===== src/rtl/fp_multiplier_pipe.sv =====
// Three-stage pipelined floating-point multiplier with a valid/ready handshake.
// S1 unpacks and classifies the operands, S2 multiplies the significands, and
// S3 normalises, rounds (nearest, ties to even), packs and registers the result.
// A single global advance signal stalls every stage together under backpressure.
module fp_multiplier_pipe #(
    parameter int EXP_W = 8,
    parameter int MAN_W = 23,
    localparam int W = 1 + EXP_W + MAN_W
) (
    input  logic         clk,
    input  logic         rst,
    input  logic         in_valid,
    output logic         in_ready,
    input  logic [W-1:0] A,
    input  logic [W-1:0] B,
    output logic         out_valid,
    input  logic         out_ready,
    output logic [W-1:0] Result,
    output logic         flag_invalid,
    output logic         flag_overflow,
    output logic         flag_underflow
);

    localparam int PW = 2 * MAN_W + 2;
    localparam int XW = EXP_W + 2;
    localparam logic signed [XW-1:0] BIAS    = {3'b000, {(EXP_W-1){1'b1}}};
    localparam logic signed [XW-1:0] EXP_MAX = {2'b00, {EXP_W{1'b1}}};
    localparam logic signed [XW-1:0] EXP_ONE = {{(XW-1){1'b0}}, 1'b1};
    localparam logic signed [XW-1:0] EXP_ZERO = {XW{1'b0}};
    localparam logic [W-1:0] QNAN = {1'b0, {EXP_W{1'b1}}, 1'b1, {(MAN_W-1){1'b0}}};

    typedef enum logic [1:0] {
        K_NORM = 2'd0,
        K_ZERO = 2'd1,
        K_INF  = 2'd2,
        K_NAN  = 2'd3
    } kind_t;

    logic advance_s;
    assign advance_s = !out_valid || out_ready;
    assign in_ready  = advance_s;

    // ---------------- S1: unpack and classify ----------------
    logic [EXP_W-1:0] ea_s, eb_s;
    logic [MAN_W-1:0] fa_s, fb_s;
    logic a_nan_s, b_nan_s, a_inf_s, b_inf_s, a_zero_s, b_zero_s;
    logic signed [XW-1:0] exp_sum_s;
    kind_t kind_s;

    assign ea_s = A[W-2:MAN_W];
    assign eb_s = B[W-2:MAN_W];
    assign fa_s = A[MAN_W-1:0];
    assign fb_s = B[MAN_W-1:0];
    assign a_nan_s  = (&ea_s) && (|fa_s);
    assign b_nan_s  = (&eb_s) && (|fb_s);
    assign a_inf_s  = (&ea_s) && !(|fa_s);
    assign b_inf_s  = (&eb_s) && !(|fb_s);
    // Subnormal operands (exp=0, frac!=0) are flushed to zero here.
    assign a_zero_s = !(|ea_s);
    assign b_zero_s = !(|eb_s);
    assign exp_sum_s = $signed({2'b00, ea_s} + {2'b00, eb_s} - BIAS);

    // Special-case priority: NaN, inf*0, inf, zero, then the normal path.
    always_comb begin
        kind_s = K_NORM;
        if (a_nan_s || b_nan_s) begin
            kind_s = K_NAN;
        end else if ((a_inf_s && b_zero_s) || (a_zero_s && b_inf_s)) begin
            kind_s = K_NAN;
        end else if (a_inf_s || b_inf_s) begin
            kind_s = K_INF;
        end else if (a_zero_s || b_zero_s) begin
            kind_s = K_ZERO;
        end else begin
            kind_s = K_NORM;
        end
    end

    logic                 s1_valid_r, s1_sign_r;
    kind_t                s1_kind_r;
    logic [MAN_W:0]       s1_ma_r, s1_mb_r;
    logic signed [XW-1:0] s1_exp_r;

    // Stage 1 register: classified operands with hidden bits restored.
    always_ff @(posedge clk or posedge rst) begin
        if (rst) begin
            s1_valid_r <= 1'b0;
            s1_sign_r  <= 1'b0;
            s1_kind_r  <= K_ZERO;
            s1_ma_r    <= {(MAN_W+1){1'b0}};
            s1_mb_r    <= {(MAN_W+1){1'b0}};
            s1_exp_r   <= EXP_ZERO;
        end else if (advance_s) begin
            s1_valid_r <= in_valid;
            s1_sign_r  <= A[W-1] ^ B[W-1];
            s1_kind_r  <= kind_s;
            s1_ma_r    <= {1'b1, fa_s};
            s1_mb_r    <= {1'b1, fb_s};
            s1_exp_r   <= exp_sum_s;
        end
    end

    // ---------------- S2: significand multiply ----------------
    logic                 s2_valid_r, s2_sign_r;
    kind_t                s2_kind_r;
    logic [PW-1:0]        s2_prod_r;
    logic signed [XW-1:0] s2_exp_r;

    // Stage 2 register: full-width significand product.
    always_ff @(posedge clk or posedge rst) begin
        if (rst) begin
            s2_valid_r <= 1'b0;
            s2_sign_r  <= 1'b0;
            s2_kind_r  <= K_ZERO;
            s2_prod_r  <= {PW{1'b0}};
            s2_exp_r   <= EXP_ZERO;
        end else if (advance_s) begin
            s2_valid_r <= s1_valid_r;
            s2_sign_r  <= s1_sign_r;
            s2_kind_r  <= s1_kind_r;
            s2_prod_r  <= {{(MAN_W+1){1'b0}}, s1_ma_r} * {{(MAN_W+1){1'b0}}, s1_mb_r};
            s2_exp_r   <= s1_exp_r;
        end
    end

    // ---------------- S3: normalise, round, pack ----------------
    logic                 msb_s, guard_s, sticky_s, rnd_up_s, ovf_s, unf_s;
    logic [MAN_W-1:0]     frac_s;
    logic [MAN_W:0]       frac_rnd_s;
    logic signed [XW-1:0] exp_n_s, exp_f_s;
    logic [W-1:0]         res_s;
    logic                 inv_s, ovf_flag_s, unf_flag_s;

    assign msb_s    = s2_prod_r[PW-1];
    assign frac_s   = msb_s ? s2_prod_r[PW-2 -: MAN_W] : s2_prod_r[PW-3 -: MAN_W];
    assign guard_s  = msb_s ? s2_prod_r[MAN_W] : s2_prod_r[MAN_W-1];
    assign sticky_s = msb_s ? (|s2_prod_r[MAN_W-1:0]) : (|s2_prod_r[MAN_W-2:0]);
    assign exp_n_s  = msb_s ? (s2_exp_r + EXP_ONE) : s2_exp_r;
    assign rnd_up_s = guard_s && (sticky_s || frac_s[0]);
    assign frac_rnd_s = {1'b0, frac_s} + {{MAN_W{1'b0}}, rnd_up_s};
    // A carry out of the rounded fraction means 10.000..., i.e. fraction 0, exponent +1.
    assign exp_f_s  = frac_rnd_s[MAN_W] ? (exp_n_s + EXP_ONE) : exp_n_s;
    assign ovf_s    = (exp_f_s >= EXP_MAX);
    assign unf_s    = (exp_f_s <= EXP_ZERO);

    // Select the packed result and its flags from the operand class.
    always_comb begin
        res_s      = {W{1'b0}};
        inv_s      = 1'b0;
        ovf_flag_s = 1'b0;
        unf_flag_s = 1'b0;
        case (s2_kind_r)
            K_NAN: begin
                res_s = QNAN;
                inv_s = 1'b1;
            end
            K_INF: begin
                res_s = {s2_sign_r, {EXP_W{1'b1}}, {MAN_W{1'b0}}};
            end
            K_ZERO: begin
                res_s = {s2_sign_r, {(W-1){1'b0}}};
            end
            K_NORM: begin
                if (ovf_s) begin
                    res_s      = {s2_sign_r, {EXP_W{1'b1}}, {MAN_W{1'b0}}};
                    ovf_flag_s = 1'b1;
                end else if (unf_s) begin
                    res_s      = {s2_sign_r, {(W-1){1'b0}}};
                    unf_flag_s = 1'b1;
                end else begin
                    res_s = {s2_sign_r, exp_f_s[EXP_W-1:0], frac_rnd_s[MAN_W-1:0]};
                end
            end
            default: begin
                res_s = {W{1'b0}};
            end
        endcase
    end

    // Output register: result and flags are zero whenever out_valid is low.
    always_ff @(posedge clk or posedge rst) begin
        if (rst) begin
            out_valid      <= 1'b0;
            Result         <= {W{1'b0}};
            flag_invalid   <= 1'b0;
            flag_overflow  <= 1'b0;
            flag_underflow <= 1'b0;
        end else if (advance_s) begin
            out_valid      <= s2_valid_r;
            Result         <= s2_valid_r ? res_s : {W{1'b0}};
            flag_invalid   <= s2_valid_r && inv_s;
            flag_overflow  <= s2_valid_r && ovf_flag_s;
            flag_underflow <= s2_valid_r && unf_flag_s;
        end
    end

endmodule


===== config.mk =====
export PLATFORM = sky130hd
export DESIGN_NAME = fp_multiplier_pipe
export DESIGN_NICKNAME = d
export VERILOG_FILES = /design/src/rtl/fp_multiplier_pipe.sv
export SDC_FILE = /design/constraint.sdc
export NUM_CORES = 2
export LEC_CHECK = 0
export ABC_AREA = 1
export BUFFER_PORTS_ARGS = -buffer_cell sky130_fd_sc_hd__buf_2
export CORE_MARGIN = 3
export CORE_UTILIZATION = 57
export DETAILED_ROUTE_END_ITERATION = 7
export PLACE_DENSITY = 0.72
export SLEW_MARGIN = 40
export SYNTH_ARGS = -nofsm -noshare
export SYNTH_HDL_FRONTEND = slang
export SYNTH_SLANG_ARGS = --single-unit

===== constraint.sdc =====
create_clock -name clk -period 7.4 [get_ports clk]
set_input_delay 0.74 -clock clk [delete_from_list [all_inputs] [get_ports clk]]
set_output_delay 0.74 -clock clk [all_outputs]
set_load 0.1 [all_outputs]

==> run metrics <==
core area=48,300 sq um; Synth Flop Type=dfrtp_1; input/output buffers=104; vias in the first global route=22,700; first-pass GRT wire length=116,000 um; Max clock buf depth=2; most frequent cells in the layout=1,096 x nand2_1, 1,021 x inv_1, 483 x fa_1, 192 x ha_1, 154 x dfrtp_1; Fin. Hold Viols=0; Synth async-reset ratio=between 90% and 100%; Final Wtd Congestion=0.965; height of the chip=roughly 230 um; Residual DRC=0; gr usage total=~28%; relative slew slack=47.1%; CP Launch Point=s1_ma_r[15]; run status=completed; Pre-antenna DRT Iters=7; RSZ-0062 raised after global routing=false; Initial Utilization=58.4%; Root Driver=clkbuf_16; row cnt=80; post-synth top area share=34.2%; initial antenna violation count=0; crit path DAT=7.40 ns; flop2flop setup slack=0.35 ns; Worst Setup End Kind=flip-flop; gr ovfl total=0; Fin Setup TNS=0 ns; post-detail-place hpwl=59,200 um; Post-Syn Area=28,200 sq um; main area contributors after synthesis=fa_1 34%, nand2_1 15%, dfrtp_1 14%; postcts setup bufs=0; io pins=105; crit path to=s2_prod_r[47]; critical setup path kind=flip-flop to flip-flop; clk_lat worst skew=0.47 ns; multi-input combinational cell area=19,600 sq um; CTS tree=built; r2r endpoint=s2_prod_r[47]; Final ANT Viol Nets=0; register clock-pin slew on the reported worst setup and hold paths=approximately 0.070 ns; syn nets=4,481; CP required=slightly below 8 ns; CP Max Fanout=19; biggest area consumer among synthesized cells=fa_1; Clock Sinks=159; slowest cell delay on critical path=0.62 ns; DRT iter0 DRCs=1,683; total number of vias=about 23,000; most frequent CP cell=fa_1; max-slew violations=0; CP Launch Type=flip-flop; sequential standard cell area=3990 sq um; Seq/Total Area, Yosys=14.1%; CTS buffer count=17; H-tree Lvls=4; die footprint=52,200 sq um; final worst path period share=95.2%; Yosys reg bits=159; max_cap viols=0; Area Growth Syn to Fin=6.63%; mean routed wirelength per cell=16.0 um; worst-margin pin slew=0.787 ns; mean area per synthesized cell=7.55 sq um; Filler Cell Count=approximately 4,400; Post-synth EDFFs=0; reg-to-reg startpoint=s1_ma_r[15]; setup violators final=0; Total Wirelength=70,800 um; DIE WIDTH=229 um; Worst path slowest cell=fa_1; commonest non-fill, non-tap cell in the layout=nand2_1; antenna cell count=0; layout cells sized above 1=8.60%; Netlist cell types=53; Achievable Freq=~140 MHz; Nets=approximately 4,500; Syn Inst Count=3,738; Vias/cell=between 5 and 6; min-delay worst type=input port to asynchronous set/reset pin; crit-path cells=buf_4, nand2_1, fa_1, fa_1, inv_1, fa_1, fa_1, fa_1, fa_1, inv_1, fa_1, inv_1, ha_1, a21oi_1, o21ai_0, a21oi_1, nand3_1, a31oi_1, o21ai_0, buf_4, nand2_1, nand3b_1, nand3_1, nand2_1; worst clock skew=about 0.017 ns; minimum clock period=7.05 ns; Synthesis Warnings=0; largest net degree at the start of global routing=90; R2R depth=24
metal layers:
metal | part of all wire (%) | vias to the layer above | global-route usage, %
met5 | 0 | - | 0
met4 | 4.5 | 0 | 11.4
met3 | 7.0 | 160 | 5.10
met2 | 48 | 716 | 45.5
met1 | 41 | 11200 | 37.3
li1 | - | 10800 | -
final cells by class:
| type | count | share of cell area [%] |
|---|---|---|
| Multi-Input combinational cell | 2360 | 65.1 |
| Sequential cell | 159 | 13.2 |
| Inverter | 1035 | 13.0 |
| Timing Repair Buffer | 193 | 4.00 |
| Tap cell | 656 | 2.73 |
| Clock buffer | 17 | 1.41 |
| Clock inverter | 15 | 0.540 |
Yosys cell counts (2+ instances only):
cell and instances:
nand3_1 72, nand3b_1 3, o211ai_1 4, nand2_2 16, nand4_2 2, clkbuf_1 165, dfstp_2 2, or2_2 17
nor2_1 96, nand2_1 1096, o41ai_1 2, o21bai_1 7, o21ai_1 6, buf_6 8, a21o_1 2, ha_1 192
inv_1 1023, xor2_1 27, nor2_4 2, buf_1 9, a31oi_1 22, fa_1 483, xnor2_1 14, nor3_1 8
a21oi_1 55, o21ai_0 140, a221oi_1 2, nand4_1 23, o21ai_2 23, dfrtp_1 157, nor4_1 18, clkinv_1 3
nor2_2 12, inv_2 8
cell families after synthesis:
kind of cell	after synthesis	synth area share, %
AO/OA/AOI/OAI	272	5.52
AND/OR/NAND/NOR	1370	19.7
flip-flops	159	14.1
XOR/XNOR	43	1.43
buffers and inverters	1219	16.5
adder cells (fa/ha/maj)	675	42.8
registers in the layout, summed over array words and instances (netlist names):
name	count
s1_exp_r	10
flag_overflow	1
flag_underflow	1
s2_exp_r	10
s1_mb_r	23
s2_sign_r	1
s2_kind_r	2
s2_prod_r	48
s1_kind_r	2
s1_ma_r	24
flag_invalid	1
s1_valid_r	1
Result	32
s1_sign_r	1
s2_valid_r	1
out_valid	1
worst min-delay path by stage:
stage               cells past startpoint      endpoint  startpoint  slack [ns]
finish                                  2     s1_sign_r         rst        0.34
global route                            2     out_valid         rst        0.38
CTS                                     2  s2_kind_r[1]         rst        0.43
detailed placement                      2     Result[1]   Result[1]        0.47
global placement                        2    Result[27]  Result[27]        0.46
floorplan                               2     s2_sign_r   s1_sign_r        0.44
critical path: cells and delay by family (launching register included):
kind / cells / cell delay (ns)
AND/OR/NAND/NOR: 6 / 0.64
AO/OA/AOI/OAI: 5 / 1.06
flip-flops: 1 / 0.55
adder cells (fa/ha/maj): 8 / 3.96
buffers and inverters: 5 / 0.70
timing repair:
action / 4_1_cts / 5_1_grt
endpoints found under the setup margin: 0 / 1
resized for setup: 0 / 3
hold buffers: 0 / 0
stage by stage:
stage               setup WS (ns)  std cells  hold slack, ns  util [%]  instance area, sq um
CTS                         0.342       4435           0.432      62.2                 30100
global route               0.0578       4435           0.384      62.3                 30100
floorplan                   0.882       3738           0.442         -                 28200
global placement            0.464       4403           0.461      61.0                 29500
detailed placement          0.386       4403           0.466      61.0                 29500
finish                      0.355       4435           0.335      62.3                 30100
Power is left out: the tool's default activity adds up to more than one toggle a clock period on the data nets, which glitch-free logic cannot reach.
